### src/rtl/mips_ctrl_pkg.sv
// rtl/mips_ctrl_pkg.sv - opcode, state and control-field encodings for the multicycle MIPS controller
//
// Purpose : shared constants for multicycle_maindec and its datapath neighbours.
// Contents: opcode constants, 4-bit FSM state encoding, alusrcb/aluop/pcsrc
//           encodings and the packed control-word struct driven by the FSM.
package mips_ctrl_pkg;

    // IR[31:26] opcodes
    localparam logic [5:0] OP_RTYPE = 6'b000000;
    localparam logic [5:0] OP_LW    = 6'b100011;
    localparam logic [5:0] OP_SW    = 6'b101011;
    localparam logic [5:0] OP_BEQ   = 6'b000100;
    localparam logic [5:0] OP_BNE   = 6'b000101;
    localparam logic [5:0] OP_ADDI  = 6'b001000;
    localparam logic [5:0] OP_J     = 6'b000010;

    // ALU B-operand select
    localparam logic [1:0] SRCB_REGB  = 2'b00;
    localparam logic [1:0] SRCB_FOUR  = 2'b01;
    localparam logic [1:0] SRCB_IMM   = 2'b10;
    localparam logic [1:0] SRCB_IMMSH = 2'b11;

    // ALU operation class handed to aludec
    localparam logic [1:0] ALUOP_ADD   = 2'b00;
    localparam logic [1:0] ALUOP_SUB   = 2'b01;
    localparam logic [1:0] ALUOP_FUNCT = 2'b10;

    // Next-PC select
    localparam logic [1:0] PCSRC_ALU    = 2'b00;
    localparam logic [1:0] PCSRC_ALUOUT = 2'b01;
    localparam logic [1:0] PCSRC_JUMP   = 2'b10;

    typedef enum logic [3:0] {
        S_FETCH   = 4'd0,
        S_DECODE  = 4'd1,
        S_MEMADR  = 4'd2,
        S_MEMRD   = 4'd3,
        S_MEMWB   = 4'd4,
        S_MEMWR   = 4'd5,
        S_RTYPEEX = 4'd6,
        S_RTYPEWB = 4'd7,
        S_BEQEX   = 4'd8,
        S_ADDIEX  = 4'd9,
        S_ADDIWB  = 4'd10,
        S_JEX     = 4'd11
    } state_t;

    // One field per controller output; an all-zero word is the idle/reset value.
    typedef struct packed {
        logic       mem_req;
        logic       iord;
        logic       memwrite;
        logic       irwrite;
        logic       pcwrite;
        logic       branch;
        logic       branch_ne;
        logic       alusrca;
        logic [1:0] alusrcb;
        logic [1:0] aluop;
        logic [1:0] pcsrc;
        logic       regdst;
        logic       memtoreg;
        logic       regwrite;
        logic       illegal_op;
        logic       instr_done;
    } ctrl_t;

endpackage

### src/rtl/multicycle_maindec.sv
// rtl/multicycle_maindec.sv - multicycle MIPS control FSM with memory ready handshake and instret counter
//
// Purpose : sequences FETCH/DECODE/execute/writeback for R, lw, sw, beq, (bne), addi, j
//           and counts retired instructions.
// Ports   : clk, rst (async, active high)
//           opcode      IR[31:26], stable from DECODE until the return to FETCH
//           mem_rdy     shared memory completes the current access this cycle
//           mem_req, iord, memwrite          memory strobes / address select
//           irwrite, pcwrite, branch, branch_ne, pcsrc   IR and PC control
//           alusrca, alusrcb, aluop          ALU operand and operation select
//           regdst, memtoreg, regwrite       register-file control
//           illegal_op  one-cycle pulse on an unknown opcode in DECODE
//           instr_done  one-cycle pulse when an instruction retires
//           instret     retired-instruction count, wraps at 2^CNT_W
module multicycle_maindec #(
    parameter bit EN_BNE = 1'b1,
    parameter int CNT_W  = 32
) (
    input  logic             clk,
    input  logic             rst,
    input  logic [5:0]       opcode,
    input  logic             mem_rdy,
    output logic             mem_req,
    output logic             iord,
    output logic             memwrite,
    output logic             irwrite,
    output logic             pcwrite,
    output logic             branch,
    output logic             branch_ne,
    output logic             alusrca,
    output logic [1:0]       alusrcb,
    output logic [1:0]       aluop,
    output logic [1:0]       pcsrc,
    output logic             regdst,
    output logic             memtoreg,
    output logic             regwrite,
    output logic             illegal_op,
    output logic             instr_done,
    output logic [CNT_W-1:0] instret
);

    import mips_ctrl_pkg::*;

    state_t state, state_nxt;
    ctrl_t  ctrl;
    ctrl_t  ctrl_out;

    always_ff @(posedge clk or posedge rst) begin
        if (rst) begin
            state <= S_FETCH;
        end else begin
            state <= state_nxt;
        end
    end

    always_comb begin
        ctrl      = '0;
        state_nxt = state;
        case (state)
            S_FETCH: begin
                ctrl.mem_req = 1'b1;
                ctrl.iord    = 1'b0;
                ctrl.alusrcb = SRCB_FOUR;
                // IR and PC load only in the cycle the instruction word arrives
                if (mem_rdy) begin
                    ctrl.irwrite = 1'b1;
                    ctrl.pcwrite = 1'b1;
                    state_nxt    = S_DECODE;
                end
            end
            S_DECODE: begin
                // Precompute the branch target into ALUOut while decoding
                ctrl.alusrcb = SRCB_IMMSH;
                state_nxt    = S_FETCH;
                case (opcode)
                    OP_LW, OP_SW: state_nxt = S_MEMADR;
                    OP_RTYPE:     state_nxt = S_RTYPEEX;
                    OP_BEQ:       state_nxt = S_BEQEX;
                    OP_ADDI:      state_nxt = S_ADDIEX;
                    OP_J:         state_nxt = S_JEX;
                    OP_BNE: begin
                        if (EN_BNE) begin
                            state_nxt = S_BEQEX;
                        end else begin
                            ctrl.illegal_op = 1'b1;
                        end
                    end
                    default:      ctrl.illegal_op = 1'b1;
                endcase
            end
            S_MEMADR: begin
                ctrl.alusrca = 1'b1;
                ctrl.alusrcb = SRCB_IMM;
                state_nxt    = (opcode == OP_LW) ? S_MEMRD : S_MEMWR;
            end
            S_MEMRD: begin
                ctrl.mem_req = 1'b1;
                ctrl.iord    = 1'b1;
                if (mem_rdy) begin
                    state_nxt = S_MEMWB;
                end
            end
            S_MEMWB: begin
                ctrl.memtoreg   = 1'b1;
                ctrl.regwrite   = 1'b1;
                ctrl.instr_done = 1'b1;
                state_nxt       = S_FETCH;
            end
            S_MEMWR: begin
                // Strobes held through wait states; retire with the accepting cycle
                ctrl.mem_req  = 1'b1;
                ctrl.iord     = 1'b1;
                ctrl.memwrite = 1'b1;
                if (mem_rdy) begin
                    ctrl.instr_done = 1'b1;
                    state_nxt       = S_FETCH;
                end
            end
            S_RTYPEEX: begin
                ctrl.alusrca = 1'b1;
                ctrl.alusrcb = SRCB_REGB;
                ctrl.aluop   = ALUOP_FUNCT;
                state_nxt    = S_RTYPEWB;
            end
            S_RTYPEWB: begin
                ctrl.regdst     = 1'b1;
                ctrl.regwrite   = 1'b1;
                ctrl.instr_done = 1'b1;
                state_nxt       = S_FETCH;
            end
            S_BEQEX: begin
                ctrl.alusrca    = 1'b1;
                ctrl.alusrcb    = SRCB_REGB;
                ctrl.aluop      = ALUOP_SUB;
                ctrl.pcsrc      = PCSRC_ALUOUT;
                ctrl.branch     = 1'b1;
                ctrl.branch_ne  = (opcode == OP_BNE);
                ctrl.instr_done = 1'b1;
                state_nxt       = S_FETCH;
            end
            S_ADDIEX: begin
                ctrl.alusrca = 1'b1;
                ctrl.alusrcb = SRCB_IMM;
                ctrl.aluop   = ALUOP_ADD;
                state_nxt    = S_ADDIWB;
            end
            S_ADDIWB: begin
                ctrl.regwrite   = 1'b1;
                ctrl.instr_done = 1'b1;
                state_nxt       = S_FETCH;
            end
            S_JEX: begin
                ctrl.pcsrc      = PCSRC_JUMP;
                ctrl.pcwrite    = 1'b1;
                ctrl.instr_done = 1'b1;
                state_nxt       = S_FETCH;
            end
            default: begin
                state_nxt = S_FETCH;
            end
        endcase
    end

    // The state register already sits at FETCH during reset, whose mem_req would
    // otherwise leak out; force the whole control word idle while rst is high.
    assign ctrl_out = rst ? '0 : ctrl;

    assign mem_req    = ctrl_out.mem_req;
    assign iord       = ctrl_out.iord;
    assign memwrite   = ctrl_out.memwrite;
    assign irwrite    = ctrl_out.irwrite;
    assign pcwrite    = ctrl_out.pcwrite;
    assign branch     = ctrl_out.branch;
    assign branch_ne  = ctrl_out.branch_ne;
    assign alusrca    = ctrl_out.alusrca;
    assign alusrcb    = ctrl_out.alusrcb;
    assign aluop      = ctrl_out.aluop;
    assign pcsrc      = ctrl_out.pcsrc;
    assign regdst     = ctrl_out.regdst;
    assign memtoreg   = ctrl_out.memtoreg;
    assign regwrite   = ctrl_out.regwrite;
    assign illegal_op = ctrl_out.illegal_op;
    assign instr_done = ctrl_out.instr_done;

    always_ff @(posedge clk or posedge rst) begin
        if (rst) begin
            instret <= '0;
        end else if (ctrl.instr_done) begin
            instret <= instret + CNT_W'(1);
        end
    end

endmodule

### config.mk
export PLATFORM = sky130hd
export DESIGN_NAME = multicycle_maindec
export DESIGN_NICKNAME = d
export VERILOG_FILES = /design/src/rtl/mips_ctrl_pkg.sv /design/src/rtl/multicycle_maindec.sv
export SDC_FILE = /design/constraint.sdc
export NUM_CORES = 1
export LEC_CHECK = 0
export BUFFER_PORTS_ARGS = -buffer_cell sky130_fd_sc_hd__buf_4
export CORE_MARGIN = 8
export CORE_UTILIZATION = 51
export DETAILED_ROUTE_END_ITERATION = 8
export PLACE_DENSITY = 0.79
export REMOVE_ABC_BUFFERS = 1
export SETUP_SLACK_MARGIN = 0.2
export SLEW_MARGIN = 0
export SYNTH_ARGS = -nofsm -noshare
export SYNTH_HDL_FRONTEND = slang
export SYNTH_SLANG_ARGS = --single-unit
### constraint.sdc
create_clock -name clk -period 3.32 [get_ports clk]
set_input_delay 0.664 -clock clk [delete_from_list [all_inputs] [get_ports clk]]
set_output_delay 0.664 -clock clk [all_outputs]
set_load 0.02 [all_outputs]
## Word level (Yosys, flattened, before mapping)

Index checks and enable logic that the tools add are counted.

| operators by class | value |
|---|---|
| add/subtract/negate cells | 1 |
| shifts and indexed selects | 0 |
| order comparisons | 0 |
| divide/modulo/power cells | 0 |
| bitwise gates (word level) | 0 |
| mux-type cells | 24 |
| eq/ne operators | 20 |
| multipliers | 0 |
| reductions and logical operators | 11 |

Operators with widths:

| kind | number |
|---|---|
| 32-bit by 1-bit adder with 32-bit output (second input constant) | 1 |
| 4-bit one-hot mux with 7 select lines | 1 |
| 4-bit one-hot mux with 5 select lines | 1 |
| 19-bit 2-to-1 mux | 1 |
| 4-bit by 3-bit equality test with 1-bit output (second input constant) | 4 |
| 4-bit equality test (second input constant) | 4 |
| 6-bit by 3-bit equality test with 1-bit output (second input constant) | 2 |
| 6-bit equality test (second input constant) | 2 |
| 4-bit 2-to-1 mux | 3 |
| 2-bit one-hot mux with 2 select lines | 3 |
| 1-bit 2-to-1 mux | 9 |
| 4-bit by 2-bit equality test with 1-bit output (second input constant) | 2 |
| 2-bit OR reduction | 4 |
| 7-bit OR reduction | 1 |
| 6-bit by 2-bit equality test with 1-bit output (second input constant) | 1 |
| 6-bit by 4-bit equality test with 1-bit output (second input constant) | 1 |
| 6-bit logical NOT | 1 |
| 2-bit inequality test (second input constant) | 3 |
| 2-bit one-hot mux with 3 select lines | 1 |
| 5-bit OR reduction | 1 |
| 4-bit by 1-bit equality test with 1-bit output (second input constant) | 1 |
| 4-bit logical NOT | 1 |
| 2-bit 2-to-1 mux | 2 |
| 1-bit one-hot mux with 2 select lines | 2 |
| other kinds (4) | 4 |

| word-level totals | value |
|---|---|
| register bits | 36 |
| memory bits (read-only) | 0 |
| output and inout port bits | 51 |
| logic and storage cells | 58 |
| memory bits (writable) | 0 |
| memories kept | 0 |
| input port bits | 9 |
| latch bits | 0 |

## Longest topological paths before layout

| depth | value |
|---|---|
| depth in word-level cells | 5 |
| gate-level depth with buffers | 6 |
| depth with buffers taken out | 5 |

## Least setup slack after synthesis

OpenSTA, ideal clock, no wires.

| timing | value |
|---|---|
| path type | input -> output |
| from | in rst |
| to | out memtoreg |
| arrival | 2.406 ns |
| stages on the path | 4 |
| path slack | 0.250 ns |
| cells stage by stage | clkbuf_1 inv_1 nand2_1 nor3_1 |

| on the way | value |
|---|---|
| word-level cells in the longest chain between the ends | 1 |

Ends and longest elaborated chain:

| element | line | text |
|---|---|---|
| start, declared | multicycle_maindec.sv:20 | `input logic rst,` |
| 19-bit 2-to-1 mux | multicycle_maindec.sv:166 | `assign ctrl_out = rst ? '0 : ctrl;` |
| end, declared | multicycle_maindec.sv:35 | `output logic memtoreg,` |

Every way passes these cells.

## Worst setup path in the final report

| timing | value |
|---|---|
| from | reg state[3] |
| to | out instr_done |

| on the way | value |
|---|---|
| word-level cells in the longest chain between the ends | 4 |

Ends and longest elaborated chain:

| element | line | text |
|---|---|---|
| start, declared | multicycle_maindec.sv:44 | `state_t state, state_nxt;` |
| start signal, assigned | multicycle_maindec.sv:52 | `state <= state_nxt;` |
| 4-bit equality test / 4-bit by 3-bit equality test with 1-bit output (equally long branches) | multicycle_maindec.sv:59 | `case (state)` |
| 5-bit OR reduction (no source line) | -- |  |
| 1-bit one-hot mux with 2 select lines (*) | multicycle_maindec.sv:59 |  |
| 19-bit 2-to-1 mux (*) | multicycle_maindec.sv:166 |  |
| end, declared | multicycle_maindec.sv:38 | `output logic instr_done,` |

Mark *: on every way between the ends. The rest lies on a longest branch, timed or not.

==> flow_metrics.env <==
export IMPL_cp_end_kind="primary output"
export IMPL_max_freq_mhz=347
export IMPL_place_hpwl_um=3600
export IMPL_drc=0
export IMPL_root_buffer="clkbuf_8"
export IMPL_start_kind="flip-flop"
export IMPL_ir_drop_mv=0.310
export IMPL_cts_max_path_buffers=2
export IMPL_timing_rr_start="state[3]"
export IMPL_die_h_um=79.2
export IMPL_clock_latency_ns=0.29
export IMPL_grt_max_degree=19
export IMPL_path_delay_family="simple AND/OR/NAND/NOR gates"
export IMPL_dpl_cell_area_um2=2530
export IMPL_rr_endpoint="instret[13]"
export IMPL_htreeDepth=2
export IMPL_place_gp_congestion=0.843
export IMPL_io_buffer_count=59
export IMPL_synth_area_um2=2030
export IMPL_path_class="reg2out"
export IMPL_antennaDiodeCount=0
export IMPL_overflow=0
export IMPL_grt_pass1_vias=1786
export IMPL_io_pins=60
export IMPL_dr_total_vias=1791
export IMPL_dieArea_um2=6270
export IMPL_ys_flop_type="dfrtp_1"
export IMPL_reg2regPathDepth=5
export IMPL_syn2layout_area_growth_pct=28.7
export IMPL_ant_nets=0
export IMPL_cts_inserted_buffers=5
export IMPL_synth_cells=215
export IMPL_grt_pass1_wl_um=8330
export IMPL_rrSetupSlack_ns=1.03
export IMPL_initial_core_util=0.520
export IMPL_fin_util=0.669
export IMPL_coreArea_um2=3910
export IMPL_hp_class="in2async"
export IMPL_fin_skew_ns=0.00447
export IMPL_die_w_um=79.2
export IMPL_tightest_slew_ns=0.608
export IMPL_async_flop_share=1.00
export IMPL_hold_viol=0
export IMPL_wl_per_cell_um=14.6
export IMPL_arrival_ns=2.22
export IMPL_path_clk_slew_ns=0.07
export IMPL_crit_path_top_delay_cell="dfrtp_1"
export IMPL_finalWirelength_um=4790
export IMPL_drt_first_pass_iters=4
export IMPL_grt_setup_unrepaired="false"
export IMPL_final_area_um2=2620
export IMPL_drt_vias_per_instance=5.46
export IMPL_grt_usage=0.164
export IMPL_p_leak_nw=1.34
export IMPL_ys_types=41
export IMPL_drive_gt1_frac=0.281
export IMPL_synth_edf_count=0
export IMPL_core_rowCount=23
export IMPL_cap_violations=0
export IMPL_cts_sinks=36
export IMPL_cp_num_buf_inv=1
export IMPL_cts_hold_repair_buffers=0
export IMPL_relSlewSlack=0.590
export IMPL_antenna_found_initial=0
export IMPL_ys_warn_count=0
export IMPL_fin_nets=287
export IMPL_ctsResizeCount=0
export IMPL_fin_setup_tns_ns=0
export IMPL_cts_setup_buffers=0
export IMPL_crit_chain="nor2b_1 > a21o_2 > o21ai_0 > nor2_1 > buf_4"
export IMPL_cts_tree="done"
export IMPL_syn_avg_cell_area_um2=9.46
export IMPL_status="complete, no violations"
export IMPL_critPathRequiredTime_ns=2.66
export IMPL_p_per_area_nw_per_um2=422
export IMPL_setup_viol=0
export IMPL_yosysSeqAreaShare=0.443
export IMPL_drv_slew=0
export IMPL_post_route_period_util=0.869
export IMPL_ys_ff_latch=36
export IMPL_finalCriticalPeriod_ns=2.88
export IMPL_drtIter0Drc=192
export IMPL_critPathMaxStageDelay_ns=0.61
export IMPL_path_max_fanout=14
==> cells by family (layout without fill, tap and decap cells) <==
group                    count (synthesis)  after routing  synth area share
adder cells (fa/ha/maj)                  1              1           0.00615
AND/OR/NAND/NOR                        110            110             0.306
XOR/XNOR                                33             33             0.142
multiplexers                             2              2            0.0111
buffers and inverters                   13             76            0.0258
AO/OA/AOI/OAI                           20             20            0.0664
flip-flops                              36             36             0.443
==> placed cells by master, fill, tap and decap left out, types with 2 or more instances in the layout <==
cell type and n:
a21oi_1 4, a31oi_1 2, and3_1 6, buf_4 61, clkbuf_1 2, clkbuf_8 6, dfrtp_1 36, inv_1 7
mux2_2 2, nand2_1 20, nand2b_1 4, nand3_1 4, nand4_1 8, nor2_1 28, nor2b_1 3, nor3_1 22
nor4_1 2, nor4_4 2, o21ai_0 5, xnor2_1 16, xor2_1 17
==> worst max path at each step <==
stage / start / endpoint / slack [ns] / depth (start not counted)
global placement: state[3] / instr_done / 0.78 / 5
CTS: state[3] / instr_done / 0.46 / 5
detailed placement: state[3] / instr_done / 0.80 / 5
finish: state[3] / instr_done / 0.44 / 5
global route: state[3] / instr_done / 0.32 / 5
floorplan: rst / memtoreg / 0.45 / 3
==> stage by stage <==
step,std cells,power [mW],hold slack (ns),setup slack [ns]
finish,328,1.10,0.431,0.436
floorplan,209,0.684,0.578,0.447
detailed placement,320,0.798,0.468,0.800
CTS,328,1.12,0.429,0.463
global placement,320,0.794,0.459,0.781
global route,328,1.17,0.453,0.323
==> routing by layer <==
metal | wire [µm] | up-vias | track usage
met5 | 0 | - | 0
met4 | 32 | 0 | 0.0519
met2 | 2270 | 40 | 0.259
met3 | 308 | 5 | 0.0609
li1 | - | 869 | -
met1 | 2180 | 877 | 0.201
==> synthesized netlist by cell type, types with 2 or more instances <==
| cell | n | area share |
|---|---|---|
| xor2_1 | 17 | 0.073 |
| clkbuf_1 | 5 | 0.0092 |
| o21ai_0 | 5 | 0.012 |
| nand2_1 | 20 | 0.037 |
| nor2b_1 | 3 | 0.0092 |
| nor4_1 | 2 | 0.0061 |
| nor3_1 | 22 | 0.054 |
| nand4_1 | 8 | 0.025 |
| nor2_1 | 28 | 0.052 |
| a31oi_1 | 2 | 0.0061 |
| inv_1 | 7 | 0.013 |
| xnor2_1 | 16 | 0.069 |
| nand3_1 | 4 | 0.0098 |
| nand2b_1 | 4 | 0.012 |
| a21oi_1 | 4 | 0.0098 |
| and3_1 | 6 | 0.018 |
| dfrtp_1 | 36 | 0.44 |
| nor4_4 | 2 | 0.021 |
| mux2_2 | 2 | 0.011 |
==> flip-flops by register name, indices dropped and copies added (netlist names) <==
| signal | count |
|---|---|
| state | 4 |
| instret | 32 |
==> where the power goes <==
group	internal (mW)	leakage (nW)	switching, mW
logic	0.119	0.823	0.151
clock network	0.169	0.0455	0.147
registers	0.465	0.476	0.0536
total	0.753	1.34	0.352
==> final cells by class <==
class | count | area, µm²
fillers | 351 | 1290
multi-input cells | 166 | 1080
flip-flops and latches | 36 | 901
repair buffers | 61 | 458
clock buffers | 8 | 90.1
well taps | 50 | 62.6
inverters | 7 | 26.3
No activity file was read; power rests on OpenSTA's default activity.
